===== config.mk =====
export PLATFORM = sky130hd
export DESIGN_NAME = apb_timer_bank
export DESIGN_NICKNAME = d
export VERILOG_FILES = /design/src/rtl/apb_timer_bank.sv
export SDC_FILE = /design/constraint.sdc
export NUM_CORES = 1
export LEC_CHECK = 0
export CORE_ASPECT_RATIO = 1.1
export CORE_MARGIN = 1.5
export CORE_UTILIZATION = 35
export CTS_CLUSTER_DIAMETER = 200
export CTS_CLUSTER_SIZE = 10
export DETAILED_ROUTE_END_ITERATION = 10
export PLACE_DENSITY = 0.6
export SLEW_MARGIN = 20
export SYNTH_ARGS = -nofsm -noshare
export SYNTH_HDL_FRONTEND = slang
export SYNTH_HIERARCHICAL = 1
export SYNTH_SLANG_ARGS = --single-unit

===== constraint.sdc =====
create_clock -name PCLK -period 3 [get_ports PCLK]
set_input_delay 0.6 -clock PCLK [delete_from_list [all_inputs] [get_ports PCLK]]
set_output_delay 0.6 -clock PCLK [all_outputs]
set_load 0.01 [all_outputs]

===== src/rtl/apb_timer_bank.sv =====
// apb_timer_bank: APB slave holding N_CH independent prescaled down-counters.
// Each channel has a reload register, one-shot or auto-reload mode and a sticky
// expiry flag. Expiries gated by their IRQ enables are ORed into one registered IRQ.
// Ports:
//   PCLK, PRESET        clock and asynchronous active-high reset
//   PSEL, PENABLE,      APB request; every access takes one wait state
//   PWRITE, PRWADDR,
//   PRWDATA
//   PRWDATA1, PREADY,   APB response (registered)
//   PSLVERR
//   IRQ                 OR over channels of EXPIRED & IRQ_EN, registered

// Timer channel: prescaler, down-counter, control fields and the sticky flag.
module apb_timer_ch #(
  parameter int CNT_W = 32
) (
  input  logic        PCLK,
  input  logic        PRESET,
  input  logic        wr_ctrl,
  input  logic        wr_load,
  input  logic        wr_stat,
  input  logic [31:0] wdata,
  output logic [31:0] ctrl_rd,
  output logic [31:0] load_rd,
  output logic [31:0] value_rd,
  output logic [31:0] stat_rd,
  output logic        irq_req
);
  logic             en, ar, ie, expired;
  logic [7:0]       pre, pcnt;
  logic [CNT_W-1:0] load, count;
  logic             tick, expire;
  logic             unused_w;

  assign tick   = en && (pcnt == pre);
  // A LOAD write on the same edge replaces the count, so no expiry happens.
  assign expire = tick && !wr_load && (count == '0);

  always_ff @(posedge PCLK or posedge PRESET) begin
    if (PRESET) begin
      en      <= 1'b0;
      ar      <= 1'b0;
      ie      <= 1'b0;
      expired <= 1'b0;
      pre     <= '0;
      pcnt    <= '0;
      load    <= '0;
      count   <= '0;
    end else begin
      if (en) pcnt <= tick ? 8'd0 : pcnt + 8'd1;
      if (wr_load) begin
        load  <= wdata[CNT_W-1:0];
        count <= wdata[CNT_W-1:0];
        pcnt  <= '0;
      end else if (tick) begin
        if (count != '0)  count <= count - CNT_W'(1);
        else if (ar)      count <= load;
        else              en    <= 1'b0;
      end
      // Software control write comes last so it overrides the one-shot auto-clear.
      if (wr_ctrl) begin
        en  <= wdata[0];
        ar  <= wdata[1];
        ie  <= wdata[2];
        pre <= wdata[15:8];
      end
      // A fresh expiry wins over a simultaneous clear.
      if (expire)                   expired <= 1'b1;
      else if (wr_stat && wdata[0]) expired <= 1'b0;
    end
  end

  assign ctrl_rd  = {16'd0, pre, 5'd0, ie, ar, en};
  assign load_rd  = 32'(load);
  assign value_rd = 32'(count);
  assign stat_rd  = {31'd0, expired};
  assign irq_req  = expired && ie;
  assign unused_w = ^wdata;
endmodule

module apb_timer_bank #(
  parameter int N_CH  = 2,
  parameter int CNT_W = 32
) (
  input  logic        PCLK,
  input  logic        PRESET,
  input  logic        PSEL,
  input  logic        PENABLE,
  input  logic        PWRITE,
  input  logic [31:0] PRWADDR,
  input  logic [31:0] PRWDATA,
  output logic [31:0] PRWDATA1,
  output logic        PREADY,
  output logic        PSLVERR,
  output logic        IRQ
);
  localparam logic [31:0] ADDR_TOP = 32'(N_CH * 16);

  logic [3:0]                 sel;
  logic [1:0]                 off;
  logic                       err, access, wr_ok;
  logic [31:0]                rdata;
  logic [N_CH-1:0]            wr_ctrl, wr_load, wr_stat, irq_req;
  logic [N_CH-1:0][31:0]      ctrl_rd, load_rd, value_rd, stat_rd;

  assign sel    = PRWADDR[7:4];
  assign off    = PRWADDR[3:2];
  assign err    = (PRWADDR >= ADDR_TOP) || (PRWADDR[1:0] != 2'd0) ||
                  (PWRITE && off == 2'd2);
  // Access phase is taken once; the registered PREADY blocks a second commit.
  assign access = PSEL && PENABLE && !PREADY;
  assign wr_ok  = access && PWRITE && !err;

  genvar g;
  generate
    for (g = 0; g < N_CH; g++) begin : g_ch
      assign wr_ctrl[g] = wr_ok && (sel == 4'(g)) && (off == 2'd0);
      assign wr_load[g] = wr_ok && (sel == 4'(g)) && (off == 2'd1);
      assign wr_stat[g] = wr_ok && (sel == 4'(g)) && (off == 2'd3);
      apb_timer_ch #(.CNT_W(CNT_W)) u_ch (
        .PCLK     (PCLK),
        .PRESET   (PRESET),
        .wr_ctrl  (wr_ctrl[g]),
        .wr_load  (wr_load[g]),
        .wr_stat  (wr_stat[g]),
        .wdata    (PRWDATA),
        .ctrl_rd  (ctrl_rd[g]),
        .load_rd  (load_rd[g]),
        .value_rd (value_rd[g]),
        .stat_rd  (stat_rd[g]),
        .irq_req  (irq_req[g])
      );
    end
  endgenerate

  always_comb begin
    rdata = '0;
    for (int i = 0; i < N_CH; i++) begin
      if (sel == 4'(i)) begin
        case (off)
          2'd0:    rdata = ctrl_rd[i];
          2'd1:    rdata = load_rd[i];
          2'd2:    rdata = value_rd[i];
          default: rdata = stat_rd[i];
        endcase
      end
    end
  end

  always_ff @(posedge PCLK or posedge PRESET) begin
    if (PRESET) begin
      PRWDATA1 <= '0;
      PREADY   <= 1'b0;
      PSLVERR  <= 1'b0;
      IRQ      <= 1'b0;
    end else begin
      IRQ <= |irq_req;
      if (access) begin
        PREADY  <= 1'b1;
        PSLVERR <= err;
        if (err)          PRWDATA1 <= '0;
        else if (!PWRITE) PRWDATA1 <= rdata;
      end else begin
        PREADY  <= 1'b0;
        PSLVERR <= 1'b0;
      end
    end
  end
endmodule


---- Yosys cells after proc, flatten, opt, wreduce, memory -nomap -nowiden ----
Index checks and enable logic that the tools add are counted.
storage, ports and cells
  word-level logic and storage cells ...... 126
  input port bits ......................... 69
  bits in registers ....................... 203
  output and inout bits ................... 35
cells by class
  reduce and logical (&&, ||, !) cells .... 52
  eq/ne operators ......................... 13
  muxes and demuxes ....................... 36
  magnitude comparators ................... 1
  add/subtract/negate cells ............... 4
operator list
  kind                   count
  $mux 32                12
  $pmux 32 s3            2
  $logic_not 32->1       2
  $reduce_bool 32->1     2
  $sub 32x1->32 const B  2
  $mux 8                 6
  $ge 32x6->1 const B    1
  $logic_and 1x1->1      23
  $reduce_bool 2->1      9
  $add 8x1->8 const B    2
  $eq 8x8->1             2
  $mux 1                 16
  $ne 2x1->1 const B     7
  $reduce_and 4->1       2
  $reduce_and 2->1       3
  $reduce_bool 3->1      2
  $eq 2x2->1 const B     2
  $eq 4x1->1 const B     1
  $logic_not 1->1        4
  $logic_not 4->1        1
  $eq 2x1->1 const B     1
  $logic_not 2->1        1
  $logic_or 1x1->1       2
  $reduce_or 2->1        1

---- Longest topological paths before layout ----
Gate-level depths: netlist (run 1).
  depth in word-level cells ............... 11
  gate-level depth with buffers ........... 14
  gate-level depth less buffers ........... 12

---- Modules after synthesis ----
The synthesis (run 1) kept the hierarchy.
modules (own cells, without submodules)
  module                        instances  sequential area each (um^2)  area an instance (um^2)  cells an instance
  apb_timer_ch at g_ch[0].u_ch  1          2102.0                       5014.8                   527
  apb_timer_ch at g_ch[1].u_ch  1          2102.0                       4954.8                   530
  apb_timer_bank                1          875.8                        3484.6                   332

---- Worst setup path after synthesis (run 1) ----
No wires, ideal clock.
  path kind ............................... input port to flip-flop
  start ................................... in PRWADDR[18]
  end ..................................... reg g_ch[0].u_ch.count[15]
  library setup time ...................... 0.126 ns
  stages .................................. 12
  arrival time ............................ 2.909 ns
  data required time ...................... 2.874 ns
  slack ................................... -0.035 ns
  buffers on the path ..................... 2
  cell sequence ........................... nor4_1 -> nand4_1 -> nor2_1 -> nand4b_1 -> nor2_1 -> clkbuf_1 -> inv_2 -> o31ai_4 -> a21boi_1 -> buf_2 -> o21ai_1 -> a221o_1
on the way
  cells in the longest elaborated chain, start to end .. 9
  elaborated cells between the ends (all ways) .. 11
  classes of those cells .................. order compare: 1; mux: 1; reduce/logical: 9
RTL lines
  what                                                                            line  source
  start: declaration                                                              90    input logic [31:0] PRWADDR,
  $ge 32x6->1 (*)                                                                 108   assign err = (PRWADDR >= ADDR_TOP) || (PRWADDR[1:0] != 2'd0) ||
  $logic_or 1x1->1 (*) (2 in a row)                                               108
  $logic_not 1->1 (*)                                                             112   assign wr_ok = access && PWRITE && !err;
  $logic_and 1x1->1 (*)                                                           112
  $logic_and 1x1->1 (*) (2 in a row)                                              118   assign wr_load[g] = wr_ok && (sel == 4'(g)) && (off == 2'd1);
  named net wr_load[0]                                                            103   logic [N_CH-1:0] wr_ctrl, wr_load, wr_stat, irq_req;
  $reduce_bool 3->1 (no source line) / $reduce_bool 2->1 (equally long branches)  -
  $reduce_and 2->1 (no source line)                                               -
  end signal: assignment                                                          53    count <= wdata[CNT_W-1:0];
  end signal: assignment                                                          56    if (count != '0) count <= count - CNT_W'(1);
  end signal: assignment                                                          57    else if (ar) count <= load;
  end: declaration                                                                31    logic [CNT_W-1:0] load, count;
The timed path passes the listed nets; every way through them passes the cells marked *.
A chain may end at the register's enable or synchronous reset.

---- Worst setup path after layout (run 1) ----
  start ................................... reg g_ch[0].u_ch.count[0]
  end ..................................... reg g_ch[0].u_ch.count[28]
on the way
  cells in the longest elaborated chain, start to end .. 4
  elaborated cells between the ends (all ways) .. 7
  classes of those cells .................. add/sub: 1; mux: 3; reduce/logical: 3
RTL lines
  what                                                        line  source
  $sub 32x1->32 / $reduce_bool 32->1 (equally long branches)  56
  $mux 32                                                     56
  $mux 32                                                     55    end else if (tick) begin
  $mux 32                                                     51    if (wr_load) begin
Several ways; a longest one is shown, not always the timed one. The select of a mux whose other input is x is not followed.

==> impl_metrics.ini, run 1 <==
[yosys]
yosys_register_bits = 203
yosys.area.top_type_share_pct = 37.76
synth_cells = 1389
syn_area_mm2 = 0.01345
synth_top_area_cell = dfrtp_1
ys_top_cells_by_area = dfrtp_1 (38%), mux4_2 (6.7%), buf_4 (6.4%)
synth_warnings = 6
synth-edff-count = 0
seq_area_frac_synth_pct = 37.76
async_flop_share_pct = 100.0
ys_types = 91
ys.flop_type = dfrtp_1
avgSynthCellArea_um2 = 9.686

[placed_design]
portBuffers = 103
place.gp.congestion = 0.9042
dp_hpwl_um = 32310
placedCellCount = 2027

[cells_and_area]
fin_util_pct = 42.32
drive_gt1_share_pct = 19.65
fin_cells = 2057
antenna_cells = 0
area_delta_synth_final_pct = 19.55
fin_nets = 1632

[power_and_ir_drop]
cellLeakagePower_nw = 7.020
p_per_area_mw_per_mm2 = 364.3
vdd_drop_max_uv = 398.1

[run_status]
outcome = completed

[drt]
vias_per_cell = 5.594
drt-total-wl_um = 43990
via_count = 11510
remaining_drc_errors = 0
avgRoutedWirePerCell_um = 21.38
drt_first_pass_iters = 6
drtIter0Drc = 1055
final_antenna_net_count = 0

[floorplan]
die_w_um = 189.9
start_util_pct = 35.40
io_pins = 104
rows = 75
die_area_mm2 = 0.03963
die_h_um = 208.6
coreArea_mm2 = 0.03801

[global_route]
grt_pass1_vias = 11260
use_met2_pct = 34.31
grt_max_degree = 85
grt-ovfl-total = 0
use_met3_pct = 2.738
grt_use_met1_pct = 30.91
grtUsageTotal_pct = 22.13
grt_pass1_wl_um = 67520
busiest_layer = met2
antenna_found_initial = 0

[timing]
finClkSkew_ns = 0.02532
fin_crit_sh_pct = 93.14
worstMarginPinSlew_ns = 0.9902
max_slew_margin_pct = 33.74
hold_ws_ns = 0.4811
period_minus_slack_ns = 2.794
fmax_ghz = 0.3579
setup_viol = 0
tns_ns = 0
hold_violations = 0
finalMaxSlewViolations = 0

[clock_network]
cts-buffers-inserted = 24
clock-sinks = 203
htree_levels = 1
cts_tree = done
clk_pin_slew_ns = 0.06
insertion_delay_ns = 0.55
cts.root.buffer_cell = clkbuf_16
cts_max_path_buffers = 3

[critical_path]
cp-start-kind = register
critPathTopFamily = simple AND/OR/NAND/NOR gates
crit_required_ns = 3.41
critPathSlowestCell = o21ai_2
max_stage_delay_ns = 0.55
worst-setup-path-type = reg -> reg
cp.arrival_ns = 3.20
worstPathCellList = inv_1 -> ha_1 -> nor3b_1 -> and4_1 -> nand3_2 -> o21ai_2 -> a21oi_1 -> o22a_1
worstSetupEndpointType = register
cp_max_fo = 13
cp_num_buf_inv = 1

[worst_hold_path]
holdCritPathClass = reg -> reg

[run]
max-cap-violations = 0
[timing repair]
| item | CTS | global route |
|---|---|---|
| gates cloned | 0 | 1 |
| buffers inserted | 0 | 3 |
| resized for setup | 1 | 30 |
| setup endpoints to repair | 3 | 55 |
| pin swaps | 0 | 14 |
| hold buffers | 0 | 0 |
[stage by stage]
stage / cell area [um2] / power (mW) / setup WS, ns
after floorplan: 13840 / 3.169 / 0.02180
after global placement: 15310 / 3.334 / -0.4148
after detailed placement: 15310 / 3.338 / -0.5516
after CTS: 15940 / 5.926 / 0.08138
after global routing: 16080 / 6.053 / -0.06170
final: 16080 / 5.860 / 0.2058
[registers in the layout (all words and copies together) (netlist names)]
name                flops
PREADY                  1
g_ch.u_ch/ie            2
g_ch.u_ch/value_rd     64
IRQ                     1
g_ch.u_ch/load_rd      64
PRWDATA1               32
g_ch.u_ch/en            2
g_ch.u_ch/pcnt         16
PSLVERR                 1
g_ch.u_ch/expired       2
g_ch.u_ch/pre          16
g_ch.u_ch/ar            2
[cells in the final DEF, fill, tap and decap left out, types with 13 or more instances in the layout]
cell type and instances:
dfrtp_1 203, nand2_1 129, o21ai_0 129, buf_4 122
conb_1 104, clkdlybuf4s50_1 87, nor2_1 70, mux2_2 55
a21oi_1 53, mux4_2 40, inv_1 37, nor3_1 37
mux2i_1 35, xnor2_1 28, nand3_1 27, clkbuf_16 24
and2_1 21, a22o_1 19, nor2b_1 16, o21ai_1 15
a31oi_1 14, nand4_1 13, o32a_1 13, dlymetal6s2s_1 13
[tightest hold or removal path: stages (launching register included)]
cell and delay [ns]:
dfrtp_1 0.34, nand2_1 0.05, o21ai_1 0.06
[logic make-up after synthesis]
kind of cell | Yosys count | synth area share [%]
compound gates | 368 | 18.50
xor+xnor | 37 | 2.409
fa+ha+maj | 6 | 0.5580
buf+inv | 239 | 10.92
flops | 203 | 37.76
mux | 132 | 14.29
other cells | 2 | 0.05582
simple gates | 402 | 15.51
[power breakdown]
| group | total (mW) | internal [mW] | switching (mW) |
|---|---|---|---|
| Combinational | 0.551 | 0.241 | 0.309 |
| Clock | 2.57 | 1.41 | 1.16 |
| Sequential | 2.74 | 2.74 | 0.000411 |
| Total | 5.86 | 4.39 | 1.47 |
[synth_stat cells, types with 7 or more instances]
cell,number
a211oi_1,13
a21o_1,9
a21oi_1,53
a222oi_1,11
a22o_1,19
a2bb2oi_1,10
a31oi_1,15
and2_1,22
buf_2,25
buf_4,115
buf_6,9
clkbuf_1,38
dfrtp_1,203
inv_1,39
mux2_2,55
mux2i_1,35
mux4_2,40
nand2_1,129
nand2b_1,9
nand3_1,27
nand4_1,13
nor2_1,73
nor2b_1,16
nor3_1,40
nor4_1,17
o211ai_1,12
o21ai_0,130
o21ai_1,15
o2bb2ai_1,10
o32a_1,13
or3_1,7
xnor2_1,28
xor2_1,9
[area by class of cell]
class,count,area (um2)
fillers,3731,21920
multi-input cells,1049,7395
flip-flops and latches,203,5080
repair buffers,238,2198
well taps,500,625.6
clock buffers,24,600.6
inverters,41,160.2
clock inverters,2,25.02
[path summary, 6_finish.rpt]
check                                          from                         to  slack [ns]  cells past startpoint
min reg2reg                            PRWDATA1[30]               PRWDATA1[30]        0.48                      2
max                        g_ch[0].u_ch/value_rd[0]  g_ch[0].u_ch/value_rd[28]        0.21                      8
max reg2reg                g_ch[0].u_ch/value_rd[0]  g_ch[0].u_ch/value_rd[28]        0.21                      8
max in group asynchronous                    PRESET  g_ch[0].u_ch/value_rd[12]        1.73                      3
min in group asynchronous                    PRESET        g_ch[1].u_ch/pre[2]        0.52                      3
min                                    PRWDATA1[30]               PRWDATA1[30]        0.48                      2
[per-layer routing]
layer	share of wire (%)	vias up
li1	-	5233
met1	44	5740
met2	45	451
met3	6.1	82
met4	4.7	0
met5	0	-
(Power assumes the default switching activity.)
==> inputs of run 2 (changes only) <==
- CORE_UTILIZATION: 35 -> 50
- PLACE_DENSITY: 0.6 -> 0.78
==> run 2 against run 1 <==
  * Register-to-register slack got worse by 0.05 ns
  * Largest cell class unchanged
  * Worst setup slack lost 0.075 ns
  * Critical path depth is 5 higher
  * Sequential power is essentially flat
  * Non-clock buffer count is 23 lower
  * Design area shrank 2.7%
  * Flip-flop and latch count is the same
  * Clock-buffer cell count rose by 1
  * Critical endpoint is now g_ch[0].u_ch/value_rd[21]
==> impl_metrics.ini, run 2 (synthesized netlist as in run 1, its figures left out) <==
[cells_and_area]
area_delta_synth_final_pct = 16.35
final_cell_mix = dfrtp_1 (203), o21ai_0 (130), nand2_1 (129), conb_1 (104), buf_4 (103)
fin_util_pct = 59.53
drive_gt1_share_pct = 18.12
fin_nets = 1609
layout_commonest_cell = dfrtp_1

[global_route]
grt_pass1_wl_um = 65300
grt_pass1_vias = 11540
antenna_found_initial = 1
grt_max_degree = 85
grt-ovfl-total = 0
grtUsageTotal_pct = 29.99

[critical_path]
regToRegEndpoint = g_ch[1].u_ch/value_rd[21]
crit_required_ns = 3.42
worstSetupEndpointType = register
worstPathCellList = clkdlybuf4s50_1 -> nor4_2 -> nand4_1 -> nor2_2 -> nand4b_1 -> nor2_4 -> buf_12 -> inv_2 -> o31ai_4 -> a21boi_2 -> buf_4 -> nand2_1 -> a22o_1
r2r_cells = 7
cp_max_fo = 12
worst-path-stages = 13
cp-start-kind = primary input
rrSetupSlack_ns = 0.16
cp_num_buf_inv = 4
cp.arrival_ns = 3.29
endpoint = g_ch[0].u_ch/value_rd[21]
worst-setup-path-type = in -> reg
crit_path_start = PRWADDR[0]
r2r-start = g_ch[1].u_ch/value_rd[10]
critPathTopFamily = simple AND/OR/NAND/NOR gates
max_stage_delay_ns = 0.45
critPathSlowestCell = clkdlybuf4s50_1

[clock_network]
cts-buffers-inserted = 24
insertion_delay_ns = 0.53
clock-sinks = 203
clk_pin_slew_ns = 0.05
cts_tree = done
cts_hold_buf = 0
cts_max_path_buffers = 3
htree_levels = 1
cts.root.buffer_cell = clkbuf_16

[floorplan]
io_pins = 104
coreArea_mm2 = 0.02630
die_w_um = 159.4
die_area_mm2 = 0.02790
die_h_um = 175.0
rows = 62
start_util_pct = 51.16

[timing]
fmax_ghz = 0.3485
rsz0062_at_grt = true
fin_crit_sh_pct = 95.65
worstMarginPinSlew_ns = 1.007
finClkSkew_ns = 0.02544
hold_violations = 0
finalMaxSlewViolations = 0
period_minus_slack_ns = 2.870
fin_ws_ns = 0.1304
max_slew_margin_pct = 32.64
setup_viol = 0

[drt]
final_antenna_net_count = 0
drt-total-wl_um = 41480
vias_per_cell = 6.286
via_count = 11860
remaining_drc_errors = 0
drtIter0Drc = 1471
drt_first_pass_iters = 7
avgRoutedWirePerCell_um = 21.98

[worst_hold_path]
holdCritPathClass = in -> async

[power_and_ir_drop]
vdd_drop_max_uv = 301.4
cellLeakagePower_nw = 6.789
p_per_area_mw_per_mm2 = 373.8
p_total_mw = 5.852

[run]
max-cap-violations = 0

[placed_design]
portBuffers = 103
place.gp.congestion = 0.9354
dp_hpwl_um = 30360
place_ws_ns = -0.4629

[run_status]
outcome = completed
==> run 2: cell types whose count changed in the layout (fill, tap and decap cells not counted), sizes merged <==
cell | before | now
buf | 138 | 115
dlymetal6s2s | 13 | 0
clkinv | 3 | 2
diode | 0 | 1
clkbuf | 24 | 25
clkdlybuf4s50 | 87 | 100
==> run 2: area by class of cell <==
type,count,area [um2]
Multi-Input combinational cell,1049,7361
Clock buffer,25,625.6
Timing Repair Buffer,215,1976
Fill cell,2191,10640
Tap cell,352,440.4
Inverter,41,160.2
Sequential cell,203,5080
Antenna cell,1,2.502
Clock inverter,1,8.758
==> run 2: worst min-delay path by stage <==
stage,to,from,cells past startpoint
2_1_floorplan,g_ch[0].u_ch/load_rd[24],g_ch[0].u_ch/load_rd[24],2
3_3_place_gp,PRWDATA1[31],PRWDATA1[31],2
3_5_place_dp,PRWDATA1[0],PRWDATA1[0],2
4_1_cts,PRWDATA1[0],PRWDATA1[0],2
5_1_grt,PRWDATA1[2],PRWDATA1[2],2
6_report,g_ch[1].u_ch/load_rd[4],PRESET,2
==> run 2: layer usage <==
metal / vias up / GRT usage (%) / wire length (um)
li1: 5183 / - / -
met2: 721 / 46.91 / 18740
met1: 5825 / 40.61 / 16470
met4: 0 / 15.80 / 2359
met3: 133 / 4.272 / 3908
met5: - / 0 / 0
==> run 2: worst reg2reg max path, delay by kind of cell, from the launching register on <==
| family | cells | cell delay (ns) |
|---|---|---|
| DFF | 1 | 0.46 |
| AOI/OAI and AO/OA | 2 | 0.43 |
| and+or+nand+nor | 4 | 1.50 |
| buffers and inverters | 1 | 0.33 |
==> run 2: through the flow <==
stage	hold slack [ns]	setup TNS (ns)	cell area [um2]	std cells
2_1_floorplan	0.4576	0	13840	1491
3_3_place_gp	0.4640	-18.59	14970	1859
3_5_place_dp	0.4755	-28.94	14970	1859
4_1_cts	0.4875	0	15600	1885
5_1_grt	0.5023	-0.2403	15650	1886
6_report	0.4863	0	15650	1887
==> run 2: timing repair <==
action                                  in CTS  in global routing
buffers inserted                             0                  1
endpoints found under the setup margin       0                 65
gates resized for setup                      0                  9
==> run 2: report_power, final <==
part	internal, mW	switching (mW)
combinational	0.239	0.304
clock	1.46	1.11
sequential	2.74	0.000500
